`config.mk`:
```
export PLATFORM = sky130hd
export DESIGN_NAME = divide_seq_flat
export DESIGN_NICKNAME = d
export VERILOG_FILES = /design/src/rtl/divide_seq_if.sv /design/src/rtl/divide_seq.sv /design/src/flat_wrapper.sv
export SDC_FILE = /design/constraint.sdc
export NUM_CORES = 1
export LEC_CHECK = 0
export ABC_AREA = 1
export CAP_MARGIN = 20
export CORE_MARGIN = 4
export CORE_UTILIZATION = 45
export CTS_CLUSTER_DIAMETER = 150
export DETAILED_ROUTE_END_ITERATION = 7
export GPL_TIMING_DRIVEN = 0
export PLACE_DENSITY = 0.69
export SYNTH_ARGS = -nofsm -noshare
export SYNTH_HDL_FRONTEND = slang
export SYNTH_SLANG_ARGS = --single-unit
export TNS_END_PERCENT = 5
```
`constraint.sdc`:
```
create_clock -name clk -period 2.4 [get_ports clk]
set_clock_uncertainty 0.2 [all_clocks]
set_input_delay 0.48 -clock clk [delete_from_list [all_inputs] [get_ports clk]]
set_output_delay 0.48 -clock clk [all_outputs]
set_load 0.02 [all_outputs]
```
`src/rtl/divide_seq_if.sv`:
```
// Start/done handshake and result bus between the operation decoder
// and the iterative divider.
interface divide_seq_if #(
    parameter int N_W = 32,
    parameter int D_W = 16
);
    logic           start;
    logic [N_W-1:0] dividend;
    logic [D_W-1:0] divisor;
    logic           busy;
    logic           done;
    logic [N_W-1:0] quotient;
    logic [D_W-1:0] remainder;
    logic           div_zero;

    modport master (
        output start, dividend, divisor,
        input  busy, done, quotient, remainder, div_zero
    );

    modport slave (
        input  start, dividend, divisor,
        output busy, done, quotient, remainder, div_zero
    );
endinterface

```
`src/rtl/divide_seq.sv`:
```
// Iterative restoring divider: one quotient bit per cycle, N_W cycles,
// with a single-cycle shortcut for a zero divisor.
module divide_seq #(
    parameter int N_W = 32,
    parameter int D_W = 16
) (
    input logic        clk,
    input logic        rst,
    divide_seq_if.slave bus
);
    localparam int C_W = (N_W > 1) ? $clog2(N_W) : 1;

    typedef enum logic [1:0] {
        IDLE,
        CALC,
        FIN
    } state_t;

    state_t         state, state_nx;
    logic [N_W-1:0] work, work_nx;
    logic [D_W-1:0] dvr, dvr_nx;
    logic [D_W:0]   pr, pr_nx;
    logic [C_W-1:0] cnt, cnt_nx;
    logic           busy, busy_nx;
    logic           done, done_nx;
    logic [N_W-1:0] quo, quo_nx;
    logic [D_W-1:0] rem, rem_nx;
    logic           dz, dz_nx;

    logic [D_W:0]   shifted;
    logic           ge;
    logic [D_W:0]   pr_step;
    logic [N_W-1:0] work_step;

    // work shifts dividend bits out at the top and quotient bits in at the bottom
    assign shifted   = {pr[D_W-1:0], work[N_W-1]};
    assign ge        = shifted >= {1'b0, dvr};
    assign pr_step   = ge ? shifted - {1'b0, dvr} : shifted;
    assign work_step = {work[N_W-2:0], ge};

    always_comb begin
        state_nx = state;
        work_nx  = work;
        dvr_nx   = dvr;
        pr_nx    = pr;
        cnt_nx   = cnt;
        busy_nx  = busy;
        done_nx  = 1'b0;
        quo_nx   = quo;
        rem_nx   = rem;
        dz_nx    = dz;
        unique case (state)
            IDLE: begin
                if (bus.start) begin
                    if (bus.divisor != '0) begin
                        state_nx = CALC;
                        work_nx  = bus.dividend;
                        dvr_nx   = bus.divisor;
                        pr_nx    = '0;
                        cnt_nx   = C_W'(N_W - 1);
                        busy_nx  = 1'b1;
                        dz_nx    = 1'b0;
                    end else begin
                        state_nx = FIN;
                        quo_nx   = '1;
                        rem_nx   = '0;
                        dz_nx    = 1'b1;
                        done_nx  = 1'b1;
                    end
                end
            end
            CALC: begin
                pr_nx   = pr_step;
                work_nx = work_step;
                cnt_nx  = cnt - 1'b1;
                if (cnt == '0) begin
                    state_nx = FIN;
                    busy_nx  = 1'b0;
                    done_nx  = 1'b1;
                    quo_nx   = work_step;
                    rem_nx   = pr_step[D_W-1:0];
                end
            end
            FIN: begin
                state_nx = IDLE;
                busy_nx  = 1'b0;
            end
            default: begin
                state_nx = IDLE;
                busy_nx  = 1'b0;
            end
        endcase
    end

    always_ff @(posedge clk) begin
        if (rst) begin
            state <= IDLE;
            work  <= '0;
            dvr   <= '0;
            pr    <= '0;
            cnt   <= '0;
            busy  <= 1'b0;
            done  <= 1'b0;
            quo   <= '0;
            rem   <= '0;
            dz    <= 1'b0;
        end else begin
            state <= state_nx;
            work  <= work_nx;
            dvr   <= dvr_nx;
            pr    <= pr_nx;
            cnt   <= cnt_nx;
            busy  <= busy_nx;
            done  <= done_nx;
            quo   <= quo_nx;
            rem   <= rem_nx;
            dz    <= dz_nx;
        end
    end

    assign bus.busy      = busy;
    assign bus.done      = done;
    assign bus.quotient  = quo;
    assign bus.remainder = rem;
    assign bus.div_zero  = dz;
endmodule

```
`src/flat_wrapper.sv`:
```
// flat-port wrapper written by rule: the top's interface ports become plain ports
module divide_seq_flat 
#(
    parameter int N_W = 32,
    parameter int D_W = 16
)
  (clk, rst, bus_start, bus_dividend, bus_divisor, bus_busy, bus_done, bus_quotient, bus_remainder, bus_div_zero);
  divide_seq_if #(.N_W(N_W), .D_W(D_W)) bus_i ();
  input logic clk;
  input logic rst;
  input wire logic [$bits(bus_i.start)-1:0] bus_start;
  input wire logic [$bits(bus_i.dividend)-1:0] bus_dividend;
  input wire logic [$bits(bus_i.divisor)-1:0] bus_divisor;
  output wire logic [$bits(bus_i.busy)-1:0] bus_busy;
  output wire logic [$bits(bus_i.done)-1:0] bus_done;
  output wire logic [$bits(bus_i.quotient)-1:0] bus_quotient;
  output wire logic [$bits(bus_i.remainder)-1:0] bus_remainder;
  output wire logic [$bits(bus_i.div_zero)-1:0] bus_div_zero;
  assign bus_i.start = bus_start;
  assign bus_i.dividend = bus_dividend;
  assign bus_i.divisor = bus_divisor;
  assign bus_busy = bus_i.busy;
  assign bus_done = bus_i.done;
  assign bus_quotient = bus_i.quotient;
  assign bus_remainder = bus_i.remainder;
  assign bus_div_zero = bus_i.div_zero;
  divide_seq #(.N_W(N_W), .D_W(D_W)) u_core (.clk(clk), .rst(rst), .bus(bus_i));
endmodule
```
==> results of run 1 <==
[routing by layer]
| metal | part of all wire, % | track usage [%] | wire length (um) |
|---|---|---|---|
| met5 | 0 | 0 | 0 |
| met4 | 2.5 | 8.45 | 424 |
| met3 | 4.5 | 6.01 | 779 |
| met2 | 47 | 36.4 | 8180 |
| met1 | 46 | 27.9 | 7890 |
[what timing repair did]
item | CTS | global route
buffers inserted | 0 | 3
hold buffers | 0 | 0
resized for setup | 1 | 14
hold endpoints to repair | 0 | 0
pin swaps | 0 | 1
setup endpoints to repair | 2 | 23
[logic make-up after synthesis]
family                     synth area share [%]
xor gates and xnor gates                  0.975
adders and majority gates                  3.70
AOI/OAI and AO/OA                          16.0
and+or+nand+nor                            28.4
buffers and inverters                      12.2
DFF                                        38.8
[final cells by class]
class,count,area (um^2)
plain buffers,48,250
clock inverters,13,168
inverters,138,518
flip-flops and latches,122,2440
repair buffers,103,1020
fillers,1281,5240
clock buffers,18,439
multi-input cells,601,3150
well taps,176,220
[how the worst max path moves through the flow]
stage | endpoint | from | depth (start not counted) | slack (ns)
2_1_floorplan | u_core.pr[14] | u_core.work[31] | 13 | 0.40
4_1_cts | u_core.pr[14] | u_core.work[31] | 13 | 0.06
3_3_place_gp | u_core.bus.quotient[0] | bus_divisor[9] | 13 | -0.34
6_report | u_core.bus.quotient[0] | bus_divisor[9] | 13 | 0.14
5_1_grt | u_core.bus.remainder[1] | u_core.dvr[3] | 12 | 0.006
3_5_place_dp | u_core.bus.quotient[0] | bus_divisor[9] | 13 | -0.35
[through the flow]
step,TNS [ns],hold WS (ns)
after floorplan,0,0.233
after global placement,-18.17,0.251
after detailed placement,-19.40,0.260
after CTS,0,0.210
after global routing,0,0.281
final,0,0.219
[sequential cells by signal, summed over array words and instances (netlist names)]
| signal | cells |
|---|---|
| u_core.work | 32 |
| u_core.bus.remainder | 16 |
| u_core.bus.done | 1 |
| u_core.cnt | 5 |
| u_core.pr | 16 |
| u_core.state | 2 |
| u_core.bus.busy | 1 |
| u_core.bus.div_zero | 1 |
| u_core.bus.quotient | 32 |
| u_core.dvr | 16 |
[power by group]
group	switching (mW)	internal (mW)
Clock	0.949	1.66
Combinational	1.43	0.955
Sequential	0.149	2.29
Total	2.52	4.91
[placed cells by master (no fill, tap or decap), drive strengths merged, types with 2 or more instances in the layout]
master,n
nor3,4
nand4,19
nand3b,2
clkinvlp,2
nor2,129
o211ai,32
clkinv,5
nand3,61
a21oi,38
nand2,179
buf,31
xor2,4
ha,17
bufinv,3
o21ai,99
xnor2,3
clkdlybuf4s50,100
dfxtp,122
o21bai,5
inv,141
or2,2
clkbuf,38
==> summary.txt, run 1 <==
Status
  • Status: complete, no violations

Timing
  • Transition time at the pin with the least slew margin: roughly 0.55 ns
  • Finish-stage setup viols: 0
  • Crit path setup slack, layout: 0.142 ns
  • Hold Violations, Final: 0
  • Final clock period utilization by the worst path: between 90% and 100%
  • Worst rel slew slack: approximately 63%
  • Max-slew violation count: 0
  • Final worst path period need: ~2.3 ns
  • Max frequency: approximately 0.44 GHz
  • RSZ-0062 raised after global routing: false

Logic synthesis
  • Flip-flop cell with the highest count after synthesis: dfxtp_1
  • Fraction of post-synthesis cell area in the top cell type by area: between 30 and 40%
  • Syn Inst Count: between 900 and 1k
  • Sequential cell area fraction in the yosys report: 38.8%
  • FFs w/ async S/R, synth: 0%
  • Leading post-synthesis cells by cell area: dfxtp_1 39%, nand2_1 10%, inv_1 7.8%
  • List of most frequent post-synthesis cells: 169 x nand2_1, 131 x inv_1, 122 x dfxtp_1, 122 x nor2_1, 55 x o21ai_0
  • Summed instance area of the synthesized netlist: 6290 um^2
  • Synth unique cells: 42
  • Post-synthesis net count: around 980
  • Number of synthesized register bits: roughly 120
  • Count of yosys warnings during synthesis: 0
  • Mapped Avg Cell Area: approximately 6.9 um^2
  • Number of enable-type register cells in the synthesized netlist: 0
  • Synth area leader: dfxtp_1
  • Most frequently used cell type in the post-synthesis netlist: nand2_1

Critical path
  • Max stage delay cell, worst path: clkdlybuf4s50_1
  • CP endpoint kind: register
  • Startpoint class of the critical path: input port
  • Endpoint of the worst-slack reg-to-reg timing path: u_core.bus.remainder[1]
  • Worst path bufs/invs: 5
  • Cell-by-cell trace of the critical path: clkdlybuf4s50_1, nor2_1, nand2_1, nor2_1, nand2_1, nand2_2, nand3_4, inv_2, buf_6, buf_4, nand4_1, o211ai_1, inv_1
  • Data arrival, critical path: ~2.4 ns
  • Required time at the worst-slack endpoint: around 2.5 ns
  • Setup Crit Path Kind: in2reg
  • Worst reg2reg startpoint: u_core.pr[10]
  • Highest cell delay on the worst timing path: roughly 0.42 ns
  • Maximum net fanout on the critical path: 10
  • Path depth of the worst reg2reg path: 13
  • Reg2reg setup slack: around 0.15 ns
  • Worst path top cell family by delay: buffers and inverters

Min path
  • Type of the worst min-delay path: in2reg
  • Worst Hold End: u_core.cnt[4]
  • Instance count along the most critical hold path: 2
  • Startpoint of the lowest-slack hold path: rst

Routing
  • Post-Route WL: around 17000 um
  • Routed length per instance: approximately 14 um
  • Iteration count of the initial detailed-routing pass: 5
  • Starting DRC count in detailed routing: 343
  • # DRC: 0
  • Ratio of routed vias to standard cells: between 5 and 6
  • Post-route ant nets: 0
  • Routed via count: 6106

Floorplanning
  • Number of rows created at floorplan: 42
  • Top-level port count: roughly 100
  • Die span in x: around 130 um
  • Placeable core region: about 13000 um^2
  • Initial core utilization: between 40 and 50%
  • Vertical die dimension: 126 um
  • Die area: approximately 16000 um^2

Placement
  • Global placement routability congestion: a little over 0.9
  • Total half-perimeter wirelength after legalization and detailed placement: between 10000 and 15000 um
  • Post-placement cell count: about 1.2k
  • Post-placement setup slack: -0.352 ns
  • Area after detailed placement: about 7500 um^2
  • Buffers added on ports: 100

Finish
  • Number of nets in the layout: 1100
  • Post-route insts no fill: about 1.2k
  • Antenna fix cells: 0
  • Final Core Density: 61.0%
  • Final std cell area, no fill: about 8000 um^2
  • Fraction of final layout cells with drive strength greater than 1: 10.6%
  • Synthesis-to-layout area growth: 30.5%

Clock tree
  • Root Buffer: clkbuf_16
  • Clock net sink count: 122
  • TritonCTS clock tree: yes
  • Level count of the clock H-tree: 4
  • Bufs on Longest Clock Path: 2
  • Clock-pin transition on the worst setup and hold timing paths: 0.06 ns
  • Number of buffers added by the clock tree synthesis step: 17
  • Source-to-sink clock delay at the later pin of the worst-skew pair: between 0.4 and 0.5 ns

Global routing
  • Antenna violations before repair: 0
  • First-pass GRT wire length: between 20000 and 30000 um
  • Maximum number of pins on one net before global-route repair: 17
  • Total congestion overflow: 0
  • Vias in the first global route: approximately 6.0k
  • Tot GR Track Use: ~22%

Job
  • Max-cap violation count: 0

Power
  • Final Total Pwr: about 7.4 mW
  • Worst ir drop on vdd: 0.617 mV
  • Pwr dens: just over 900 nW/um^2
  • Leakage power: 4.00 nW
Note: power is estimated with default switching activity, not from simulation.
==> inputs of run 2 (changes only) <==
PLACE_DENSITY = 0.72   (was 0.69)
clock period = 1.95 ns   (was 2.4 ns; I/O delays follow)
==> run 2 against run 1 <==
The flow now finishes with violations (negative setup slack). Global-route usage rose by 1.4 points. Critical path depth fell by 1. Register-to-register slack got worse by 0.33 ns. Cell area rose by 8.5%. First-iteration DRC count rose by 31%. Non-clock buffer count rose by 18. Combinational power rose by 46%. Sequential share of layout area fell by 2.0 points. Utilization rose by 5.2 points. Routed wire length rose by 12%. Critical path type is now reg2reg. Critical endpoint is now u_core.bus.remainder[0]. Highest routed layer unchanged.
==> summary.txt, run 2 (synthesized netlist as in run 1, its figures left out) <==
Status
  • Status: complete, but fails checks
  • Violations in the final reports: negative setup slack

Critical path
  • Cell-by-cell trace of the critical path: ha_4, nand2_4, nor2_4, inv_2, nor3_4, nand2_8, nand2_8, clkbuf_16, nand3b_2, nand3_2, nand2_1, inv_1
  • Critical Path Most Common Cell: nand2_8
  • Setup Crit Path Kind: reg2reg
  • Highest cell delay on the worst timing path: 0.36 ns (-0.06 ns)
  • Required time at the worst-slack endpoint: 2.12 ns (-0.39 ns)
  • Startpoint class of the critical path: register
  • Data arrival, critical path: 2.29 ns (-0.08 ns)
  • Worst path top cell family by delay: simple AND/OR/NAND/NOR gates
  • Maximum net fanout on the critical path: 8 (-2)
  • Reg2reg setup slack: -0.18 ns (-0.33 ns)
  • Worst path bufs/invs: 3 (-2)
  • Max stage delay cell, worst path: dfxtp_4
  • CP endpoint kind: register

Routing
  • Starting DRC count in detailed routing: 448 (+31%)
  • Routed length per instance: 15.6 um (+10%)
  • Ratio of routed vias to standard cells: 5.17 (+3.2%)
  • Post-Route WL: 19300 um (+12%)
  • # DRC: 0 (unchanged)
  • Iteration count of the initial detailed-routing pass: 5 (unchanged)
  • Post-route ant nets: 0 (unchanged)
  • Routed via count: 6397 (+4.8%)

Finish
  • Post-route insts no fill: 1237 (+1.5%)
  • Final Core Density: 66.2% (+5.2 points)
  • Number of nets in the layout: 1118 (+1.6%)
  • Number of fill cells in the layout: 1148 (-10%)
  • Fraction of final layout cells with drive strength greater than 1: 21.1% (+10 points)
  • Most frequent cells in the layout: 147 x nand2_1, 115 x nor2_1, 114 x inv_1
  • Synthesis-to-layout area growth: 41.6%
  • Final std cell area, no fill: 8910 um^2 (+8.5%)
  • Leading cell type in the layout, fill and taps excluded: nand2_1
  • Antenna fix cells: 0 (unchanged)

Clock tree
  • Source-to-sink clock delay at the later pin of the worst-skew pair: 0.42 ns (about the same)
  • Root Buffer: clkbuf_16
  • Bufs on Longest Clock Path: 2 (unchanged)
  • TritonCTS clock tree: yes
  • Level count of the clock H-tree: 4 (unchanged)
  • Number of buffers added by the clock tree synthesis step: 17 (unchanged)
  • Clock-pin transition on the worst setup and hold timing paths: 0.06 ns (about the same)
  • Clock net sink count: 122 (unchanged)
  • Number of buffers inserted for hold repair after clock tree synthesis: 0 (unchanged)

Job
  • Max-cap violation count: 0 (unchanged)

Timing
  • Crit path setup slack, layout: -0.175 ns (-0.317 ns)
  • Hold slack: 0.109 ns (-0.110 ns)
  • Final worst path period need: approximately 2.1 ns
  • Max-slew violation count: 0 (unchanged)
  • RSZ-0062 raised after global routing: true
  • Max frequency: roughly 0.47 GHz
  • Finish-stage setup viols: 46 (+46)
  • Transition time at the pin with the least slew margin: 0.554 ns (+0.000849 ns)
  • Worst rel slew slack: 63.1% (about the same)
  • Final clock period utilization by the worst path: 109%
  • Hold Violations, Final: 0 (unchanged)

Floorplanning
  • Die area: 15900 um^2 (unchanged)
  • Initial core utilization: 46.8% (unchanged)
  • Vertical die dimension: 126 um (unchanged)
  • Die span in x: 126 um (unchanged)
  • Top-level port count: 102 (unchanged)
  • Placeable core region: 13500 um^2 (unchanged)
  • Number of rows created at floorplan: 42 (unchanged)

Global routing
  • Antenna violations before repair: 0 (unchanged)
  • Total congestion overflow: 0 (unchanged)
  • Vias in the first global route: 6320 (+4.5%)
  • Tot GR Track Use: 23.7% (+1.4 points)
  • First-pass GRT wire length: 30600 um (+6.8%)
  • Maximum number of pins on one net before global-route repair: 17 (unchanged)

Power
  • Worst ir drop on vdd: 0.675 mV (+9.5%)
  • Final Total Pwr: 9.88 mW (+33%)
  • Pwr dens: 1110 nW/um^2 (+23%)
  • Leakage power: 4.53 nW (+13%)

Placement
  • Buffers added on ports: 100 (unchanged)
  • Total half-perimeter wirelength after legalization and detailed placement: 13300 um (+2.3%)
  • Global placement routability congestion: 0.932 (+1.2%)
  • Post-placement cell count: 1185 (unchanged)
  • Area after detailed placement: 7520 um^2 (about the same)

Min path
  • Type of the worst min-delay path: in2reg
run 2: changes by cell type in the layout (fill, tap and decap cells not counted), sizes merged, moves of 8 or more:
cell / delta
clkdlybuf4s50: -53
buf: +19
dlygate4sd2: +45
dlymetal6s2s: +8
run 2: power breakdown:
part / leakage (nW) / switching, mW / internal (mW)
Combinational: 3.21 / 2.04 / 1.44
Clock: 0.313 / 1.14 / 2.24
Sequential: 1.01 / 0.201 / 2.82
run 2: metal layers:
metal	track usage [%]	up-vias	wire length [um]
li1	-	3202	-
met1	29.2	2902	8210
met2	38.8	236	9180
met3	5.72	57	1120
met4	11.2	0	776
met5	0	-	0
run 2: cell type report:
class                      count  area (um^2)  area share, %
buffer                        48          354           3.98
clock buffer                  21          470           5.28
clock inverter                10          165           1.85
inverter                     138          520           5.84
multi-input combinational    601         3550           39.9
sequential                   122         2480           27.8
tap                          176          220           2.47
timing repair buffer         121         1150           12.9
run 2: path summary, 6_finish.rpt:
check,startpoint,to,cells after the start
max,u_core.pr[9],u_core.bus.remainder[0],12
min,bus_divisor[12],u_core.dvr[12],3
max reg2reg,u_core.pr[9],u_core.bus.remainder[0],12
min reg2reg,u_core.dvr[8],u_core.dvr[8],2
run 2: metrics by stage:
| step | worst slack (ns) | TNS, ns |
|---|---|---|
| after CTS | -0.114 | -2.37 |
| final | -0.175 | -4.08 |
| after detailed placement | -0.719 | -61.71 |
| after global placement | -0.692 | -59.90 |
| after floorplan | 0.00239 | 0 |
| after global routing | -0.334 | -13.04 |
run 2: what timing repair did:
action / CTS / global route
setup buffers: 12 / 8
endpoints found under the setup margin: 150 / 119
gates cloned: 0 / 1
pin swaps: 15 / 32
resized for setup: 140 / 80
run 2: worst reg2reg max path, cell delays in order (launching register included):
cell and delay, ns:
dfxtp_4 0.36, ha_4 0.30, nand2_4 0.06, nor2_4 0.12, inv_2 0.06, nor3_4 0.26, nand2_8 0.11, nand2_8 0.13
clkbuf_16 0.16, nand3b_2 0.11, nand3_2 0.10, nand2_1 0.06, inv_1 0.05
==> inputs of run 3 (changes only) <==
PLACE_DENSITY = unset   (was 0.72)
PLACE_DENSITY_LB_ADDON = 0.15   (was unset)
==> run 3 against run 2 <==
The run still ends with negative setup slack left. Fmax is 3.8% lower. Critical path depth unchanged. Routed wire length is 4.1% higher. Clock power is 10% lower.
==> summary.txt, run 3 (synthesized netlist as in run 1, its figures left out) <==
Global routing
  • Total congestion overflow: 0 (unchanged)
  • Antenna violations before repair: 0 (unchanged)
  • Vias in the first global route: 6300 (-0.32%)
  • Tot GR Track Use: 23.8% (+0.13 points)
  • First-pass GRT wire length: 30600 um (about the same)
  • Maximum number of pins on one net before global-route repair: 17 (unchanged)

Timing
  • Transition time at the pin with the least slew margin: 0.506 ns (-0.0483 ns)
  • Final worst path period need: 2.21 ns (+0.0829 ns)
  • Hold Violations, Final: 0 (unchanged)
  • Crit path setup slack, layout: -0.258 ns (-0.0829 ns)
  • Finish-stage setup viols: 34 (-26%)
  • Post-Route Setup TNS: -5.71 ns (-1.63 ns)
  • RSZ-0062 raised after global routing: true
  • Worst rel slew slack: 66.3% (+3.2 points)
  • Final clock period utilization by the worst path: 113% (+4.3 points)
  • Max frequency: 0.453 GHz (-3.8%)
  • Max-slew violation count: 0 (unchanged)
  • Hold slack: 0.0685 ns (-0.0408 ns)

Routing
  • Ratio of routed vias to standard cells: 5.26 (+1.6%)
  • Starting DRC count in detailed routing: 570 (+27%)
  • Iteration count of the initial detailed-routing pass: 5 (unchanged)
  • Post-Route WL: 20100 um (+4.1%)
  • # DRC: 0 (unchanged)
  • Routed via count: 6617 (+3.4%)
  • Post-route ant nets: 0 (unchanged)
  • Routed length per instance: 15.9 um (+2.3%)

Placement
  • Post-placement setup slack: -0.706 ns (+0.0129 ns)
  • Global placement routability congestion: 0.915 (-1.8%)
  • Post-placement cell count: 1185 (unchanged)
  • Buffers added on ports: 100 (unchanged)
  • Total half-perimeter wirelength after legalization and detailed placement: 13100 um (-1.4%)
  • Area after detailed placement: 7520 um^2 (unchanged)

Finish
  • Synthesis-to-layout area growth: 44.6%
  • Multi-input logic area: 3620 um^2 (+2.0%)
  • Leading cell type in the layout, fill and taps excluded: nand2_1
  • Fraction of final layout cells with drive strength greater than 1: 24.2% (+3.1 points)
  • Post-route insts no fill: 1259 (+1.8%)
  • Number of nets in the layout: 1139 (+1.9%)
  • Sequential standard cell area: 2480 um^2 (+0.30%)
  • Antenna fix cells: 0 (unchanged)
  • Most frequent cells in the layout: 142 x nand2_1, 115 x nor2_1, 112 x inv_1
  • Number of fill cells in the layout: 1150 (+0.17%)
  • Final std cell area, no fill: 9100 um^2 (+2.2%)
  • Final Core Density: 67.6% (+1.4 points)

Floorplanning
  • Placeable core region: 13500 um^2 (unchanged)
  • Vertical die dimension: 126 um (unchanged)
  • Top-level port count: 102 (unchanged)
  • Number of rows created at floorplan: 42 (unchanged)
  • Die span in x: 126 um (unchanged)
  • Initial core utilization: 46.8% (unchanged)
  • Die area: 15900 um^2 (unchanged)

Critical path
  • Critical Path Start: u_core.dvr[3]
  • Data arrival, critical path: 2.33 ns (+0.04 ns)
  • CP endpoint kind: register
  • Reg2reg setup slack: -0.26 ns (-0.08 ns)
  • Worst reg2reg startpoint: u_core.dvr[3]
  • Startpoint class of the critical path: register
  • Maximum net fanout on the critical path: 4 (-4)
  • Setup Crit Path Kind: reg2reg
  • Required time at the worst-slack endpoint: 2.07 ns (-0.05 ns)

Min path
  • Type of the worst min-delay path: in2reg
  • Startpoint of the lowest-slack hold path: bus_divisor[0]

Clock tree
  • Source-to-sink clock delay at the later pin of the worst-skew pair: 0.43 ns (about the same)
  • Number of buffers inserted for hold repair after clock tree synthesis: 0 (unchanged)
  • Root Buffer: clkbuf_16
  • Clock net sink count: 122 (unchanged)
  • Number of buffers added by the clock tree synthesis step: 17 (unchanged)
  • TritonCTS clock tree: yes
  • Level count of the clock H-tree: 4 (unchanged)
  • Bufs on Longest Clock Path: 2 (unchanged)
  • Clock-pin transition on the worst setup and hold timing paths: 0.06 ns (about the same)

Power
  • Portion of total power attributed to sequential cells: 30.8% (+0.2 points)
  • Switching share of power: 36.3% (+2.1 points)
  • Clock network fraction of total power: 31.0% (-3.2 points)
  • Leakage power: 4.68 nW (+3.1%)
  • Switching pwr: 3.56 mW (+5.4%)
  • Pwr dens: 1080 nW/um^2 (-2.8%)
  • Internal power summed over all cells: 6.25 mW (-3.9%)
  • Final Total Pwr: 9.81 mW (-0.72%)
  • Worst ir drop on vdd: 0.706 mV (+4.6%)
  • Logic pwr share: 38.3% (+3.1 points)

Status
  • Violations in the final reports: negative setup slack
  • Status: complete, but fails checks

Job
  • Max-cap violation count: 0 (unchanged)
-- run 3: cell types whose count changed in the layout (fill, tap and decap cells not counted), sizes merged --
| cell | before | now |
|---|---|---|
| clkinvlp | 0 | 2 |
| clkdlybuf4s50 | 47 | 36 |
| dlygate4sd2 | 45 | 49 |
| inv | 139 | 140 |
| bufinv | 4 | 1 |
| clkbuf | 40 | 41 |
| buf | 50 | 71 |
| dlymetal6s2s | 8 | 15 |
-- run 3: path summary, 6_finish.rpt --
check,to,cells after the start
setup / recovery,u_core.bus.remainder[3],12
hold / removal,u_core.dvr[0],3
setup reg to reg,u_core.bus.remainder[3],12
hold reg to reg,u_core.dvr[9],2
-- run 3: final cells by class --
type                       count  area share [%]
multi-input combinational    601            39.8
tap                          176            2.42
inverter                     138            5.72
buffer                        48            3.99
sequential                   122            27.3
timing repair buffer         142            14.5
clock inverter                10            1.00
clock buffer                  22            5.21
-- run 3: worst max-delay path, stage by stage, from the launching register on --
cell and delay (ns):
dfxtp_1 0.33, inv_2 0.07, ha_4 0.29, nand2_1 0.11, nor2_1 0.19, nand3_2 0.12
nor2_4 0.15, nor2_8 0.08, buf_4 0.15, nand4_1 0.12, nand2_1 0.07, o21bai_1 0.16
inv_1 0.06
-- run 3: power groups by stage --
stage / registers, mW / logic, mW / clock network, mW
final: 3.02 / 3.75 / 3.04
after global routing: 3.05 / 4.06 / 3.18
after CTS: 3.01 / 3.37 / 3.05
after detailed placement: 3.04 / 2.83 / 0
after global placement: 3.04 / 2.81 / 0
after floorplan: 3.17 / 1.82 / 0
-- run 3: what timing repair did --
item,4_1_cts,5_1_grt
buffers inserted,30,11
endpoints found under the setup margin,153,115
resized for setup,166,96
cloned,1,0
pin swaps,41,38
-- run 3: layer usage --
layer  GRT usage, %  vias to the layer above  part of all wire (%)  wire [um]
met5              0                        -                     0          0
met4           9.59                        0                   4.7        952
met3           6.86                       72                   6.2       1250
met2           40.2                      256                    49       9800
met1           28.4                     3038                    40       8060
li1               -                     3251                     -          -
